--- src/rtl/updown_counter_if.sv ---
// updown_counter_if: control inputs and count/flag outputs of the up/down counter
interface updown_counter_if #(parameter int WIDTH = 4);
  logic             enable;
  logic             up_down;
  logic             clear;
  logic             load;
  logic [WIDTH-1:0] load_value;
  logic [WIDTH-1:0] count;
  logic             at_max;
  logic             at_min;
  logic             wrap_pulse;
  modport master (
    output enable, up_down, clear, load, load_value,
    input  count, at_max, at_min, wrap_pulse
  );
  modport slave (
    input  enable, up_down, clear, load, load_value,
    output count, at_max, at_min, wrap_pulse
  );
endinterface

--- src/rtl/updown_counter.sv ---
// updown_counter: parametrised modulo up/down counter with prescaler, load, clear and wrap flag
module updown_counter #(
  parameter int WIDTH     = 4,
  parameter int MAX_VALUE = 2**WIDTH-1,
  parameter int SATURATE  = 0,
  parameter int PRESCALE  = 1
) (
  input logic              clock_i,
  input logic              reset_i,
  updown_counter_if.slave  bus
);
  localparam logic [WIDTH-1:0] MAX = WIDTH'(MAX_VALUE);
  logic [WIDTH-1:0] count_q, count_d, stepped, clamped;
  logic             wrap_q, wrap_d, step, hit;
  generate
    if (PRESCALE > 1) begin : g_pre
      localparam int PW = $clog2(PRESCALE);
      localparam logic [PW-1:0] LAST = PW'(PRESCALE-1);
      logic [PW-1:0] pre_q, pre_d;
      assign step  = bus.enable && pre_q == LAST;
      // prescaler phase restarts on clear/load and wraps after the last enabled cycle
      always_comb pre_d = (bus.clear || bus.load) ? '0 : !bus.enable ? pre_q : step ? '0 : pre_q + 1'b1;
      // prescaler phase register
      always_ff @(posedge clock_i or posedge reset_i)
        if (reset_i) pre_q <= '0;
        else pre_q <= pre_d;
    end else begin : g_nopre
      assign step = bus.enable;
    end
  endgenerate
  assign hit     = bus.up_down ? count_q == MAX : count_q == '0;
  assign clamped = bus.load_value > MAX ? MAX : bus.load_value;
  // next count and wrap flag, priority clear > load > step > hold
  always_comb begin
    stepped = hit ? (SATURATE != 0 ? count_q : bus.up_down ? '0 : MAX)
                  : (bus.up_down ? count_q + 1'b1 : count_q - 1'b1);
    count_d = bus.clear ? '0 : bus.load ? clamped : step ? stepped : count_q;
    wrap_d  = !bus.clear && !bus.load && step && hit && SATURATE == 0;
  end
  // count and wrap pulse registers
  always_ff @(posedge clock_i or posedge reset_i)
    if (reset_i) begin
      count_q <= '0;
      wrap_q  <= 1'b0;
    end else begin
      count_q <= count_d;
      wrap_q  <= wrap_d;
    end
  assign bus.count      = count_q;
  assign bus.at_max     = count_q == MAX;
  assign bus.at_min     = count_q == '0;
  assign bus.wrap_pulse = wrap_q;
endmodule
--- src/flat_wrapper.sv ---
// flat-port wrapper written by rule: the top's interface ports become plain ports
module updown_counter_flat 
#(
  parameter int WIDTH     = 4,
  parameter int MAX_VALUE = 2**WIDTH-1,
  parameter int SATURATE  = 0,
  parameter int PRESCALE  = 1
)
  (clock_i, reset_i, bus_enable, bus_up_down, bus_clear, bus_load, bus_load_value, bus_count, bus_at_max, bus_at_min, bus_wrap_pulse);
  updown_counter_if #(.WIDTH(WIDTH)) bus_i ();
  input logic clock_i;
  input logic reset_i;
  input wire logic [$bits(bus_i.enable)-1:0] bus_enable;
  input wire logic [$bits(bus_i.up_down)-1:0] bus_up_down;
  input wire logic [$bits(bus_i.clear)-1:0] bus_clear;
  input wire logic [$bits(bus_i.load)-1:0] bus_load;
  input wire logic [$bits(bus_i.load_value)-1:0] bus_load_value;
  output wire logic [$bits(bus_i.count)-1:0] bus_count;
  output wire logic [$bits(bus_i.at_max)-1:0] bus_at_max;
  output wire logic [$bits(bus_i.at_min)-1:0] bus_at_min;
  output wire logic [$bits(bus_i.wrap_pulse)-1:0] bus_wrap_pulse;
  assign bus_i.enable = bus_enable;
  assign bus_i.up_down = bus_up_down;
  assign bus_i.clear = bus_clear;
  assign bus_i.load = bus_load;
  assign bus_i.load_value = bus_load_value;
  assign bus_count = bus_i.count;
  assign bus_at_max = bus_i.at_max;
  assign bus_at_min = bus_i.at_min;
  assign bus_wrap_pulse = bus_i.wrap_pulse;
  updown_counter #(.WIDTH(WIDTH), .MAX_VALUE(MAX_VALUE), .SATURATE(SATURATE), .PRESCALE(PRESCALE)) u_core (.clock_i(clock_i), .reset_i(reset_i), .bus(bus_i));
endmodule
--- config.mk ---
export PLATFORM = sky130hd
export DESIGN_NAME = updown_counter_flat
export DESIGN_NICKNAME = d
export VERILOG_FILES = /design/src/rtl/updown_counter_if.sv /design/src/rtl/updown_counter.sv /design/src/flat_wrapper.sv
export SDC_FILE = /design/constraint.sdc
export NUM_CORES = 1
export LEC_CHECK = 0
export CAP_MARGIN = 20
export CORE_AREA = 2 2 39 41
export CTS_CLUSTER_DIAMETER = 120
export DETAILED_ROUTE_END_ITERATION = 8
export DIE_AREA = 0 0 41 43
export DONT_BUFFER_PORTS = 1
export PLACE_DENSITY_LB_ADDON = 0.2
export SLEW_MARGIN = 0
export SYNTH_ARGS = -nofsm -noshare
export SYNTH_HDL_FRONTEND = slang
export SYNTH_SLANG_ARGS = --single-unit
export TNS_END_PERCENT = 1
--- constraint.sdc ---
create_clock -name clock_i -period 2.7 [get_ports clock_i]
set_input_delay 0 -clock clock_i [delete_from_list [all_inputs] [get_ports clock_i]]
set_output_delay 0 -clock clock_i [all_outputs]
set_load 0.02 [all_outputs]
==> reports/results.tsv <==
metric	value	unit
slew-limit-headroom	70.1	%
clock_pin_slew_worst_setup_and_hold_paths	40	ps
maximum_number_of_pins_on_one_net_before_global_route_repair	10	
ctsHtreeMaxLevel	1	
worst_ir_drop_vdd	397	uV
post_route_cells_drive_above_1_share	10.7	%
clock_sink_count	5	
ys_top_cells_by_area	dfrtp_1, a21oi_1, ha_1, nand2_1, o31ai_1	
synth_async_sr_flop_share	100	%
synthDominantAreaCellType	dfrtp_1	
drt-pass1-iter-count	2	
leading_cell_type_in_the_layout_fill_and_taps_excluded	a21oi_1	
num_io_pins	17	
distinct_cell_type_count_after_synthesis	19	
start_util	28.2	%
number_of_buffers_inserted_during_clock_tree_synthesis	3	
clockBufferDepth	2	
synthDominantCellAreaShare	32.1	%
crit_path_end_kind	register	
fill_cells	141	
coreArea	1380	sq um
routabilityCongestion	0.745	
insertion_delay	240	ps
layout.core_utilization	36.3	%
synth_sequential_area_ratio	32.1	%
synth.net_count	59	
total_power	0.000247	W
synth_enable_flop_cells	0	
power_density	491	nW/um^2
result_of_the_run	finished clean	
hold_ws	11.4	ps
cts_hold_buf	7	
finClkSkew	4.17	ps
min_path_type	in -> reg	
die_x	41	um
row_count	14	
layout_worst_path_cycle_share	65.2	%
power_leakage	0.215	nW
grt_pass1_vias	418	
routed-via-count	362	
synthesis.area_per_instance	8.49	sq um
yosys_warnings	0	
area.sequential	125	sq um
timing.critical_path.arrival	1890	ps
p_clk_share	34.4	%
mostFrequentLayoutCells	a21oi_1, dlygate4sd3_1, nand2_1	
maxCapViolCount	0	
critical_path_required	2830	ps
cts-root-buf	clkbuf_4	
chipHeight	43	um
drt-initial-drc-count	4	
wirelength	922	um
layout.nets	70	
hold_viol	0	
drt.antenna.violating_nets	0	
detail_route.vias_per_cell	5.03	
hpwlAfterDp	728	um
timing.final.max_slew_violations	0	
max_fclk	0.568	GHz
ys_dominant_reg_cell	dfrtp_1	
avgRoutedWirePerCell	12.8	um
top_fanout_value_on_the_critical_path	6	
switching_share	32.1	%
cts_setup_buffers	0	
power.combinational.fraction	25.0	%
area_delta_synth_final	28.8	%
multi_input_area	246	sq um
number_of_antenna_violations_at_the_first_check_in_global_routing	0	
sequential_share_of_power	40.6	%
power.net_switching	0.0000794	W
ctsResizeCount	0	
grt_first_pass_wirelength	1600	um
synthesis.area	390	sq um
fp.dieArea	1760	sq um
final-setup-viol-count	0	
period_minus_slack	1760	ps
worst-setup-path-type	reg -> reg	
detailed_route_drc_error_count	0	
insertedDiodeCount	0	
grt_setup_unrepaired	no	
p_int	0.000168	W
overflow	0	
postSynthRegisterBits	5	
groute.usage.overall	14.0	%
worst_slew_pin_slew	448	ps
tritoncts_clock_tree	yes	
critPathLaunchType	register	
timing.setup.tns	0	ps
synthCells	46	
port_buffers	0	
==> path summary, 6_finish.rpt <==
| kind | from | endpoint | slack [ps] | cells past startpoint |
|---|---|---|---|---|
| max reg2reg | u_core.bus.count[0] | u_core.bus.count[2] | 940 | 5 |
| min reg2reg | u_core.bus.count[2] | u_core.bus.count[2] | 740 | 2 |
| min in group asynchronous | reset_i | u_core.bus.wrap_pulse | 90 | 2 |
| min | bus_load | u_core.bus.count[1] | 10 | 2 |
| max | u_core.bus.count[0] | u_core.bus.count[2] | 940 | 5 |
| max in group asynchronous | reset_i | u_core.bus.count[0] | 2440 | 2 |
==> Yosys cell counts (2+ instances only) <==
master / n
dfrtp_1: 5
inv_1: 4
ha_1: 2
nand3_1: 2
nor2_1: 4
a21oi_1: 8
xnor2_1: 2
nand2_1: 6
o31ai_1: 3
==> kinds of logic after synthesis <==
kind of cell | share of synthesized area [%]
AOI/OAI and AO/OA | 21.8
xor gates and xnor gates | 6.73
adders and majority gates | 11.5
buffers and inverters | 4.81
DFF | 32.1
and+or+nand+nor | 23.1
==> power by group through the flow <==
stage / registers (W) / clock network, W / logic (W)
global route: 0.000102 / 0.0000949 / 0.0000710
finish: 0.000100 / 0.0000849 / 0.0000618
global placement: 0.000102 / 0 / 0.0000537
floorplan: 0.0000979 / 0 / 0.0000468
CTS: 0.000101 / 0.0000879 / 0.0000629
detailed placement: 0.000102 / 0 / 0.0000531
==> metal layers <==
| layer | share of wire, % | GRT usage, % | vias up |
|---|---|---|---|
| li1 | - | - | 183 |
| met1 | 44 | 15.1 | 162 |
| met2 | 46 | 20.9 | 17 |
| met3 | 9.9 | 8.90 | 0 |
| met4 | 0 | 6.00 | 0 |
| met5 | 0 | 0 | - |
==> registers in the layout, summed over array words and instances, names as in the netlist <==
signal,cells
u_core.bus.count,4
u_core.bus.wrap_pulse,1
==> through the flow <==
| stage | std cells | worst slack, ps | cell area, sq um |
|---|---|---|---|
| 2_1_floorplan | 46 | 1140 | 390 |
| 3_3_place_gp | 61 | 931 | 407 |
| 3_5_place_dp | 61 | 911 | 407 |
| 4_1_cts | 72 | 901 | 503 |
| 5_1_grt | 72 | 771 | 503 |
| 6_report | 72 | 941 | 503 |
==> cell type report <==
class	instances	share of cell area [%]
multi-input combinational	36	49.0
sequential	5	24.9
timing repair buffer	7	13.9
clock buffer	4	5.22
tap	16	3.98
inverter	4	2.99
==> worst max-delay path, cell delays in order, from the launching register on <==
cell,delay [ps]
dfrtp_1,610
inv_1,130
fa_1,450
xnor2_1,170
a21oi_1,90
o31ai_1,220
(Power assumes the default switching activity.)
